## src/rtl/result_readback_pkg.sv

```systemverilog
// Shared types and default sizing for the result SRAM readback path.
//   - state_t      : drain FSM states
//   - DEFAULT_*    : default geometry of the result SRAM word
//   - WORD_W       : bits per SRAM word (all lanes packed)
//   - LANE_CNT_W   : width of a lane index
package result_readback_pkg;

   localparam int DEFAULT_ADDRESSSIZE    = 10;
   localparam int DEFAULT_MATRIX_SIZE    = 8;
   localparam int DEFAULT_PARTIAL_SUM_BW = 20;

   localparam int WORD_W     = DEFAULT_PARTIAL_SUM_BW * DEFAULT_MATRIX_SIZE;
   localparam int LANE_CNT_W = (DEFAULT_MATRIX_SIZE > 1) ? $clog2(DEFAULT_MATRIX_SIZE) : 1;

   typedef enum logic [2:0] {
      IDLE = 3'd0,
      ADDR = 3'd1,
      WAIT = 3'd2,
      SEND = 3'd3,
      DONE = 3'd4
   } state_t;

endpackage

```

## src/rtl/result_readback_if.sv

```systemverilog
// Valid/ready stream carrying one signed partial sum per beat.
//   m_valid : source has a lane on m_data
//   m_ready : sink accepts the lane this cycle
//   m_data  : raw partial-sum bits
//   m_last  : final lane of the final word of a drain
// master = producer (result_readback), slave = consumer (host side).
interface result_readback_if
   import result_readback_pkg::*;
#(
   parameter int DATA_W = DEFAULT_PARTIAL_SUM_BW
) ();

   logic              m_valid;
   logic              m_ready;
   logic [DATA_W-1:0] m_data;
   logic              m_last;

   modport master (
      output m_valid,
      output m_data,
      output m_last,
      input  m_ready
   );

   modport slave (
      input  m_valid,
      input  m_data,
      input  m_last,
      output m_ready
   );

endinterface

```

## src/rtl/result_readback_psum_word_serializer.sv

```systemverilog
// Holds one SRAM word and presents it lane by lane, lane 0 first.
//   clk, rst  : clock, synchronous active-high reset
//   load      : capture word and restart at lane 0
//   shift     : current lane consumed, advance to the next
//   word      : packed lanes, lane 0 in the low bits
//   lane      : lane currently presented
//   last_lane : the presented lane is the final one of the word
module psum_word_serializer
   import result_readback_pkg::*;
#(
   parameter int LANES  = DEFAULT_MATRIX_SIZE,
   parameter int LANE_W = DEFAULT_PARTIAL_SUM_BW,
   parameter int CNT_W  = (LANES > 1) ? $clog2(LANES) : 1
) (
   input  logic                    clk,
   input  logic                    rst,
   input  logic                    load,
   input  logic                    shift,
   input  logic [LANES*LANE_W-1:0] word,
   output logic [LANE_W-1:0]       lane,
   output logic                    last_lane
);

   logic [LANES*LANE_W-1:0] shreg_r;
   logic [CNT_W-1:0]        cnt_r;

   // Word shift register and lane counter; shifting right exposes the next lane.
   always_ff @(posedge clk) begin
      if (rst) begin
         shreg_r <= {(LANES*LANE_W){1'b0}};
         cnt_r   <= {CNT_W{1'b0}};
      end else if (load) begin
         shreg_r <= word;
         cnt_r   <= {CNT_W{1'b0}};
      end else if (shift) begin
         shreg_r <= shreg_r >> LANE_W;
         cnt_r   <= cnt_r + {{(CNT_W-1){1'b0}}, 1'b1};
      end else begin
         shreg_r <= shreg_r;
         cnt_r   <= cnt_r;
      end
   end

   assign lane      = shreg_r[LANE_W-1:0];
   assign last_lane = (cnt_r == CNT_W'(LANES - 1));

endmodule

```

## src/rtl/result_readback.sv

```systemverilog
// Drains a range of the result SRAM and streams each word lane by lane.
//   clk, rst          : clock, synchronous active-high reset
//   start             : begin a drain (ignored while busy)
//   base_addr         : first SRAM address, sampled on accepted start
//   num_words         : words to drain, sampled on accepted start,
//                       values above 2^ADDRESSSIZE are clamped
//   sram_write_enable : constant 0, this block only reads
//   sram_address      : read address, data returns one cycle later
//   sram_data_out     : SRAM read data
//   strm              : valid/ready output stream (master side)
//   busy              : drain in progress, through the done cycle
//   done              : one-cycle pulse after the final handshake
module result_readback
   import result_readback_pkg::*;
#(
   parameter int ADDRESSSIZE    = DEFAULT_ADDRESSSIZE,
   parameter int MATRIX_SIZE    = DEFAULT_MATRIX_SIZE,
   parameter int PARTIAL_SUM_BW = DEFAULT_PARTIAL_SUM_BW
) (
   input  logic                                clk,
   input  logic                                rst,
   input  logic                                start,
   input  logic [ADDRESSSIZE-1:0]              base_addr,
   input  logic [ADDRESSSIZE:0]                num_words,
   output logic                                sram_write_enable,
   output logic [ADDRESSSIZE-1:0]              sram_address,
   input  logic [PARTIAL_SUM_BW*MATRIX_SIZE-1:0] sram_data_out,
   result_readback_if.master                   strm,
   output logic                                busy,
   output logic                                done
);

   localparam int LANE_BITS = (MATRIX_SIZE > 1) ? $clog2(MATRIX_SIZE) : 1;
   localparam logic [ADDRESSSIZE:0] MAX_WORDS = {1'b1, {ADDRESSSIZE{1'b0}}};
   localparam logic [ADDRESSSIZE:0] ONE_W     = {{ADDRESSSIZE{1'b0}}, 1'b1};

   state_t                  state_r;
   state_t                  state_s;
   logic [ADDRESSSIZE-1:0]  base_r;
   logic [ADDRESSSIZE:0]    num_r;
   logic [ADDRESSSIZE:0]    word_idx_r;
   logic [ADDRESSSIZE:0]    num_cap_s;
   logic [ADDRESSSIZE-1:0]  next_addr_s;
   logic [PARTIAL_SUM_BW-1:0] lane_s;
   logic                    last_lane_s;
   logic                    accept_s;
   logic                    handshake_s;
   logic                    word_done_s;
   logic                    more_words_s;

   assign accept_s     = (state_r == IDLE) && start;
   assign handshake_s  = (state_r == SEND) && strm.m_ready;
   assign word_done_s  = handshake_s && last_lane_s;
   // word_idx_r never exceeds 2^ADDRESSSIZE-1 while sending, so +1 cannot overflow.
   assign more_words_s = ((word_idx_r + ONE_W) < num_r);
   assign num_cap_s    = (num_words > MAX_WORDS) ? MAX_WORDS : num_words;
   // Address of the following word; the truncation gives the silent wrap.
   assign next_addr_s  = base_r + word_idx_r[ADDRESSSIZE-1:0]
                         + {{(ADDRESSSIZE-1){1'b0}}, 1'b1};

   // FSM state register.
   always_ff @(posedge clk) begin
      if (rst) begin
         state_r <= IDLE;
      end else begin
         state_r <= state_s;
      end
   end

   // FSM next-state decode.
   always_comb begin
      state_s = state_r;
      case (state_r)
         IDLE: begin
            if (start) begin
               if (num_words == {(ADDRESSSIZE+1){1'b0}}) begin
                  state_s = DONE;
               end else begin
                  state_s = ADDR;
               end
            end else begin
               state_s = IDLE;
            end
         end
         ADDR: state_s = WAIT;
         WAIT: state_s = SEND;
         SEND: begin
            if (word_done_s) begin
               if (more_words_s) begin
                  state_s = ADDR;
               end else begin
                  state_s = DONE;
               end
            end else begin
               state_s = SEND;
            end
         end
         DONE:    state_s = IDLE;
         default: state_s = IDLE;
      endcase
   end

   // Drain parameters, word index and read address; the address is set up
   // on the edge that enters ADDR so it is stable for the whole ADDR cycle.
   always_ff @(posedge clk) begin
      if (rst) begin
         base_r       <= {ADDRESSSIZE{1'b0}};
         num_r        <= {(ADDRESSSIZE+1){1'b0}};
         word_idx_r   <= {(ADDRESSSIZE+1){1'b0}};
         sram_address <= {ADDRESSSIZE{1'b0}};
      end else if (accept_s) begin
         base_r       <= base_addr;
         num_r        <= num_cap_s;
         word_idx_r   <= {(ADDRESSSIZE+1){1'b0}};
         sram_address <= base_addr;
      end else if (word_done_s) begin
         word_idx_r   <= word_idx_r + ONE_W;
         sram_address <= next_addr_s;
      end else begin
         base_r       <= base_r;
         num_r        <= num_r;
         word_idx_r   <= word_idx_r;
         sram_address <= sram_address;
      end
   end

   // Read data is valid during WAIT and is captured at the end of it.
   psum_word_serializer #(
      .LANES  (MATRIX_SIZE),
      .LANE_W (PARTIAL_SUM_BW),
      .CNT_W  (LANE_BITS)
   ) u_serializer (
      .clk       (clk),
      .rst       (rst),
      .load      (state_r == WAIT),
      .shift     (handshake_s),
      .word      (sram_data_out),
      .lane      (lane_s),
      .last_lane (last_lane_s)
   );

   // All stream outputs decode registered state only, so m_valid is
   // independent of m_ready and the beat holds while stalled.
   assign strm.m_valid = (state_r == SEND);
   assign strm.m_data  = lane_s;
   assign strm.m_last  = (state_r == SEND) && last_lane_s
                         && (word_idx_r == (num_r - ONE_W));

   assign busy              = (state_r != IDLE);
   assign done              = (state_r == DONE);
   assign sram_write_enable = 1'b0;

endmodule

```

## src/flat_wrapper.sv

```systemverilog
// flat-port wrapper written by rule: the top's interface ports become plain ports
module result_readback_flat import result_readback_pkg::*;
#(
   parameter int ADDRESSSIZE    = DEFAULT_ADDRESSSIZE,
   parameter int MATRIX_SIZE    = DEFAULT_MATRIX_SIZE,
   parameter int PARTIAL_SUM_BW = DEFAULT_PARTIAL_SUM_BW
)
  (clk, rst, start, base_addr, num_words, sram_write_enable, sram_address, sram_data_out, busy, done, strm_m_valid, strm_m_data, strm_m_last, strm_m_ready);
  result_readback_if #(.DATA_W((20))) strm_i ();
  input  logic clk;
  input  logic rst;
  input  logic start;
  input  logic [ADDRESSSIZE-1:0] base_addr;
  input  logic [ADDRESSSIZE:0] num_words;
  output logic sram_write_enable;
  output logic [ADDRESSSIZE-1:0] sram_address;
  input  logic [PARTIAL_SUM_BW*MATRIX_SIZE-1:0] sram_data_out;
  output logic busy;
  output logic done;
  output wire logic [$bits(strm_i.m_valid)-1:0] strm_m_valid;
  output wire logic [$bits(strm_i.m_data)-1:0] strm_m_data;
  output wire logic [$bits(strm_i.m_last)-1:0] strm_m_last;
  input wire logic [$bits(strm_i.m_ready)-1:0] strm_m_ready;
  assign strm_m_valid = strm_i.m_valid;
  assign strm_m_data = strm_i.m_data;
  assign strm_m_last = strm_i.m_last;
  assign strm_i.m_ready = strm_m_ready;
  result_readback #(.ADDRESSSIZE(ADDRESSSIZE), .MATRIX_SIZE(MATRIX_SIZE), .PARTIAL_SUM_BW(PARTIAL_SUM_BW)) u_core (.clk(clk), .rst(rst), .start(start), .base_addr(base_addr), .num_words(num_words), .sram_write_enable(sram_write_enable), .sram_address(sram_address), .sram_data_out(sram_data_out), .strm(strm_i), .busy(busy), .done(done));
endmodule
```

## config.mk

```make
export PLATFORM = sky130hd
export DESIGN_NAME = result_readback_flat
export DESIGN_NICKNAME = d
export VERILOG_FILES = /design/src/rtl/result_readback_pkg.sv /design/src/rtl/result_readback_if.sv /design/src/rtl/result_readback_psum_word_serializer.sv /design/src/rtl/result_readback.sv /design/src/flat_wrapper.sv
export SDC_FILE = /design/constraint.sdc
export NUM_CORES = 1
export LEC_CHECK = 0
export ABC_AREA = 1
export CAP_MARGIN = 20
export CORE_MARGIN = 8
export CORE_UTILIZATION = 52
export CTS_CLUSTER_SIZE = 24
export DETAILED_ROUTE_END_ITERATION = 7
export HOLD_SLACK_MARGIN = 0.02
export PLACE_DENSITY = 0.8
export SYNTH_ARGS = -nofsm -noshare
export SYNTH_HDL_FRONTEND = slang
export SYNTH_HIERARCHICAL = 1
export SYNTH_SLANG_ARGS = --single-unit
```

## constraint.sdc

```tcl
create_clock -name clk -period 3.15 [get_ports clk]
set_clock_uncertainty 0.05 [all_clocks]
set_input_delay 0.63 -clock clk [delete_from_list [all_inputs] [get_ports clk]]
set_output_delay 0.63 -clock clk [all_outputs]
set_load 0.03 [all_outputs]
```

---- Word-level counts from Yosys, hierarchy flattened ----
Index checks and enable logic that the tools add are counted.
cells by class
  mux-type cells .......................... 10
  reductions and logical operators ........ 12
  bitwise operators ....................... 0
  order comparisons ....................... 2
  divide/modulo/power cells ............... 0
  equality and inequality tests ........... 6
  multipliers ............................. 0
  shift-type cells ........................ 0
  $add $sub $neg .......................... 5
operators with widths
  kind                                                                   count
  160-bit 2-to-1 mux                                                     2
  10-bit 2-to-1 mux                                                      2
  3-bit 2-to-1 mux                                                       4
  3-bit case mux with 4 select lines                                     1
  11-bit by 1-bit adder with 11-bit output, second input constant        1
  11-bit equality test                                                   1
  11-bit greater-than comparator, second input constant                  1
  11-bit zero test                                                       1
  11-bit < comparator                                                    1
  11-bit 2-to-1 mux                                                      1
  11-bit by 1-bit subtractor with 11-bit output, second input constant   1
  10-bit by 1-bit adder with 10-bit output, second input constant        1
  10-bit adder                                                           1
  3-bit by 2-bit equality test with 1-bit output, second input constant  2
  3-bit equality test, second input constant                             2
  1-bit logical AND                                                      5
  2-bit nonzero test                                                     2
  2-bit OR reduction                                                     2
  3-bit by 1-bit adder with 3-bit output, second input constant          1
  3-bit by 1-bit equality test with 1-bit output, second input constant  1
  3-bit zero test                                                        1
  3-bit nonzero test                                                     1
storage, ports and cells
  bits in read-only memories .............. 0
  bits in latches ......................... 0
  memory bits (writable) .................. 0
  memories ................................ 0
  flip-flop bits (word level) ............. 208

---- Depth between registers and ports, before layout ----
Gate-level depths: netlist (run 1).
  depth after elaboration ................. 5
  depth in mapped cells ................... 16
  gate-level depth less buffers ........... 16

---- By module ----
The synthesis (run 1) kept the hierarchy.
modules (own cells, without submodules)
  module                instances  sequential area each (um^2)  cells an instance  area an instance (um^2)
  psum_word_serializer  1          3263.1                       1302               8054.0
  result_readback       1          900.9                        456                3012.9

---- Worst setup path before layout (run 1) ----
No wires, ideal clock.
  path type ............................... reg-to-output
  from .................................... register u_core.num_r[0]
  to ...................................... output port strm_m_last
  path slack .............................. 0.863 ns
  cell stages (with the launch flop) ...... 12
  arrival ................................. 1.607 ns
  data required time ...................... 2.470 ns
  path buffers ............................ 0
  cells stage by stage .................... dfxtp_1 > inv_1 > ha_1 > nand2_1 > nand2_1 > nor2_1 > nand2_1 > nor2_1 > nand3_1 > nor2_1 > nand2_1 > nor2_1
on the way
  cells in the longest elaborated chain, start to end .. 3
RTL lines
  what                                           line                    text
  start: declaration                             result_readback.sv:40   logic [ADDRESSSIZE:0] num_r;
  start signal: assignment                       result_readback.sv:108  num_r <= {(ADDRESSSIZE+1){1'b0}};
  start signal: assignment                       result_readback.sv:113  num_r <= num_cap_s;
  start signal: assignment                       result_readback.sv:121  num_r <= num_r;
  11-bit by 1-bit subtractor with 11-bit output  result_readback.sv:147  && (word_idx_r == (num_r - ONE_W));
  11-bit equality test                           result_readback.sv:147
  1-bit logical AND                              result_readback.sv:147
  end: declaration                               flat_wrapper.sv:22      output wire logic [$bits(strm_i.m_last)-1:0] strm_m_last;
No other way between the ends.

---- Final worst setup path (run 1) ----
Ends and elaborated chain as after synthesis.

==> results of run 1 <==
## per-stage QoR
| stage | power (mW) | setup WS (ns) |
|---|---|---|
| finish | 7.30 | 0.239 |
| global route | 7.64 | 0.0284 |
| CTS | 7.34 | 0.0296 |
| detailed placement | 4.28 | 0.297 |
| global placement | 4.25 | 0.315 |
| floorplan | 3.84 | 0.863 |
## cell usage after synthesis, types with 2 or more instances
| library cell | count | area [um^2] |
|---|---|---|
| a21o_1 | 2 | 15.0 |
| a21oi_1 | 166 | 831 |
| a21oi_2 | 10 | 87.6 |
| a31oi_1 | 5 | 31.3 |
| buf_1 | 2 | 7.51 |
| buf_2 | 43 | 215 |
| buf_4 | 26 | 195 |
| buf_6 | 14 | 158 |
| clkbuf_1 | 30 | 113 |
| clkinv_2 | 2 | 10.0 |
| dfxtp_1 | 208 | 4160 |
| ha_1 | 24 | 300 |
| inv_1 | 190 | 713 |
| inv_2 | 3 | 11.3 |
| nand2_1 | 827 | 3100 |
| nand2_2 | 3 | 18.8 |
| nand3_1 | 85 | 425 |
| nand3_2 | 2 | 20.0 |
| nand3b_1 | 4 | 30.0 |
| nand4_1 | 5 | 31.3 |
| nor2_1 | 44 | 165 |
| nor2_2 | 3 | 18.8 |
| nor2_4 | 2 | 22.5 |
| nor3_1 | 3 | 15.0 |
| nor4_1 | 2 | 12.5 |
| o21ai_0 | 27 | 135 |
| o21ai_1 | 6 | 30.0 |
| xnor2_1 | 3 | 26.3 |
| xor2_1 | 8 | 70.1 |
## logic make-up (layout without fill, tap and decap cells)
| family | after synthesis | after routing |
|---|---|---|
| other | 1 | 4 |
| buffers and inverters | 310 | 468 |
| AND/OR/NAND/NOR | 984 | 984 |
| adder cells (fa/ha/maj) | 25 | 25 |
| XOR/XNOR | 11 | 11 |
| AO/OA/AOI/OAI | 219 | 219 |
| flip-flops | 208 | 208 |
## worst max path at each step
| stage | slack [ns] | end | cells after the start | start |
|---|---|---|---|---|
| 6_report | 0.24 | strm_m_last | 12 | u_core/num_r[0] |
| 5_1_grt | 0.03 | strm_m_last | 12 | u_core/num_r[0] |
| 4_1_cts | 0.03 | strm_m_last | 12 | u_core/num_r[0] |
| 3_5_place_dp | 0.30 | strm_m_last | 12 | u_core/num_r[0] |
| 3_3_place_gp | 0.32 | strm_m_last | 12 | u_core/num_r[0] |
| 2_1_floorplan | 0.86 | strm_m_last | 11 | u_core/num_r[0] |
## cell type report
cell class              instances  area share [%]
well taps                     275            2.47
clock inverters                11            1.32
flip-flops and latches        208            29.9
multi-input cells            1240            39.4
inverters                     195            5.29
clock buffers                  33            5.07
diodes                          3          0.0539
repair buffers                229            16.5
## power by group
part	internal, mW	switching [mW]
Combinational	0.542	0.727
Sequential	2.85	0.118
Clock	1.97	1.09
Total	5.36	1.94
## critical path: stages, from the launching register on
cell and delay, ns:
dfxtp_1 0.35, inv_1 0.08, ha_1 0.31, nand2_1 0.07
nand2_1 0.04, nor2_1 0.08, nand2_1 0.06, nor2_1 0.13
nand3_1 0.09, nor2_1 0.11, nand2_1 0.06, nor2_1 0.11
clkbuf_2 0.22
## sequential cells by signal (all words and copies together), names as in the netlist
signal                       cells
u_core/base_r                   10
u_core/state_r                   3
u_core/sram_address             10
u_core/u_serializer/cnt_r        3
u_core/num_r                    11
u_core/word_idx_r               11
u_core/u_serializer/shreg_r    160
## layer usage
layer | vias to the layer above | GRT usage [%]
met2 | 373 | 36.4
met1 | 4902 | 28.8
met4 | 2 | 7.62
li1 | 5666 | -
met5 | - | 0
met3 | 56 | 4.23
## repair_timing
action | in CTS | in global routing
resized for setup | 1 | 2
hold buffers | 0 | 0
endpoints found under the setup margin | 1 | 1
==> impl_results.md, run 1 <==
- Result of the run: completed
- LEAKAGE: 6.60 nW
- Max Buffers Root-to-Sink: 3
- Pwr Density: 524 nW/um^2
- Post-CTS setup buffers: 0
- Routed wire length per instance: 13.9 um
- Vert. Die Dim: 162 um
- Die boundary width: 162 um
- Number of buffer cells added on primary ports: 218
- Maximum fanout along the worst path: 3
- Syn. warnings: 6
- Startpoint class of the critical path: register
- Clock Latency Late Sink: 0.50 ns
- Total routing usage reported by global routing: 22.2%
- Placeable Area: 21000 um^2
- Post-Route Hold Slack: 0.407 ns
- Max_cap viols: 0
- Htree depth: 1
- Number of non-filler instances in the completed layout: 2194
- Post-route cell area: 13900 um^2
- Via count of the first global-routing pass: 10200
- Dominant combinational cell family by area after synthesis: simple AND/OR/NAND/NOR gates
- Wl on met1: 13.4 mm
- Minimum setup slack among reg-to-reg paths: 0.58 ns
- Kind of path behind the tightest hold check: reg -> reg
- Post-Synth Adder-Cell Area: 2.89%
- Worst hold path startpoint: u_core/base_r[6]
- Area taken by multi-input logic gates: 5490 um^2
- Synthesized area per cell: 6.30 um^2
- Asr flop ratio synth: 0%
- Fraction of the mapped netlist area in simple logic gates: 35.3%
- Endpoint of the lowest-slack register-to-register path: u_core/state_r[0]
- Signal arrival time at the worst endpoint: 2.23 ns
- Sum of met3 wire segment lengths after detailed routing: 2.12 mm
- Clk Tree Root Cell: clkbuf_16
- TritonCTS clock tree: built
- Depth of the worst register-to-register path: 15
- Post-layout utilization of the core: 66.5%
- Total length of routed wires: 30.4 mm
- Number of setup violations in the final report: 0
- Proportion of layout cells with a drive suffix above 1: 4.44%
- Hold Path Stages: 2
- End point of the most critical hold path: u_core/base_r[6]
- Instance area at placement: 13000 um^2
- Final Hold Fails: 0
- # clock sinks: 208
- Starting DRC count in detailed routing: 813
- Overall overflow remaining after global route: 0
- I/O pin total: 220
- Top FF cell, synth: dfxtp_1
- Largest net degree at the start of global routing: 91
- Most common cell after layout, fill and taps aside: nand2_1
- Top layer reached by signal wires: met5
- Flip-flop and latch count after synthesis: 208
- Final period util: 92.4%
- Unrepaired setup endpoints after global routing: no
- Endpoint kind of the worst setup timing path: primary output
- Met2 routed wirelength: 14.1 mm
- Clock transition at the registers of the reported paths: 0.06 ns
- Critical path start-end classification: reg -> out
- DRT antenna net count: 0
- Number of cells in the design after placement: 2147
- Sequential cell area: 4160 um^2
- Cts bufs inserted: 24
- Least-Margin Pin Slew: 0.933 ns
- # DRC: 0
- Synthesized netlist net count: 1968
- Area of the die: 26200 um^2
- Number of enable flip-flop cells after synthesis: 0
- Final RePlAce weighted congestion: 0.898
- Setup TNS: 0 ns
- Number of distinct library cells after synthesis: 38
- Number of antenna violations at the first check in global routing: 4
- Post-layout minimum cycle time: 2.91 ns
- Mapped Area: 11100 um^2
- Worst relative slew slack: 37.8%
- Highest attainable clock frequency: 0.344 GHz
- WP data required: 2.47 ns
- Most frequent cells in the layout: 827 x nand2_1, 216 x clkdlybuf4s50_1, 208 x dfxtp_1
- Highest ir drop seen on vdd: 0.000400 V
- Global-route wire length before repair: 49.2 mm
- Number of rows created at floorplan: 53
- Initial Util: 52.8%
- Startpoint of the lowest-slack register-to-register path: u_core/word_idx_r[1]
- Detailed placement HPWL: 21.1 mm
- Fill cell count: 1922
- Sequential element share of the synthesized area: 37.6%
- Fin. max-slew vios: 0
- # nets final: 2108
- Total number of vias: 11000
- Share of cell area taken by muxes after synthesis: 0%
- Mapped Cells: 1758
- Synth Area in Compound Gates: 10.4%
- Mean number of vias per cell: 5.01
- Area share of xor/xnor cells in the synthesized design: 0.871%
- Synthesis-to-layout area growth: 25.9%
- Detailed Routing Iterations Pass 1: 5
No activity file was read; power rests on OpenSTA's default activity.
==> run 2, diff against run 1 <==
--- a/config.mk
+++ b/config.mk
@@ -13,6 +13,7 @@
 export DETAILED_ROUTE_END_ITERATION = 7
 export HOLD_SLACK_MARGIN = 0.02
 export PLACE_DENSITY = 0.8
+export SKIP_CTS_REPAIR_TIMING = 1
 export SYNTH_ARGS = -nofsm -noshare
 export SYNTH_HDL_FRONTEND = slang
 export SYNTH_HIERARCHICAL = 1
==> results of run 2 <==
Final layout, timing and power as in run 1 (identical DEF).
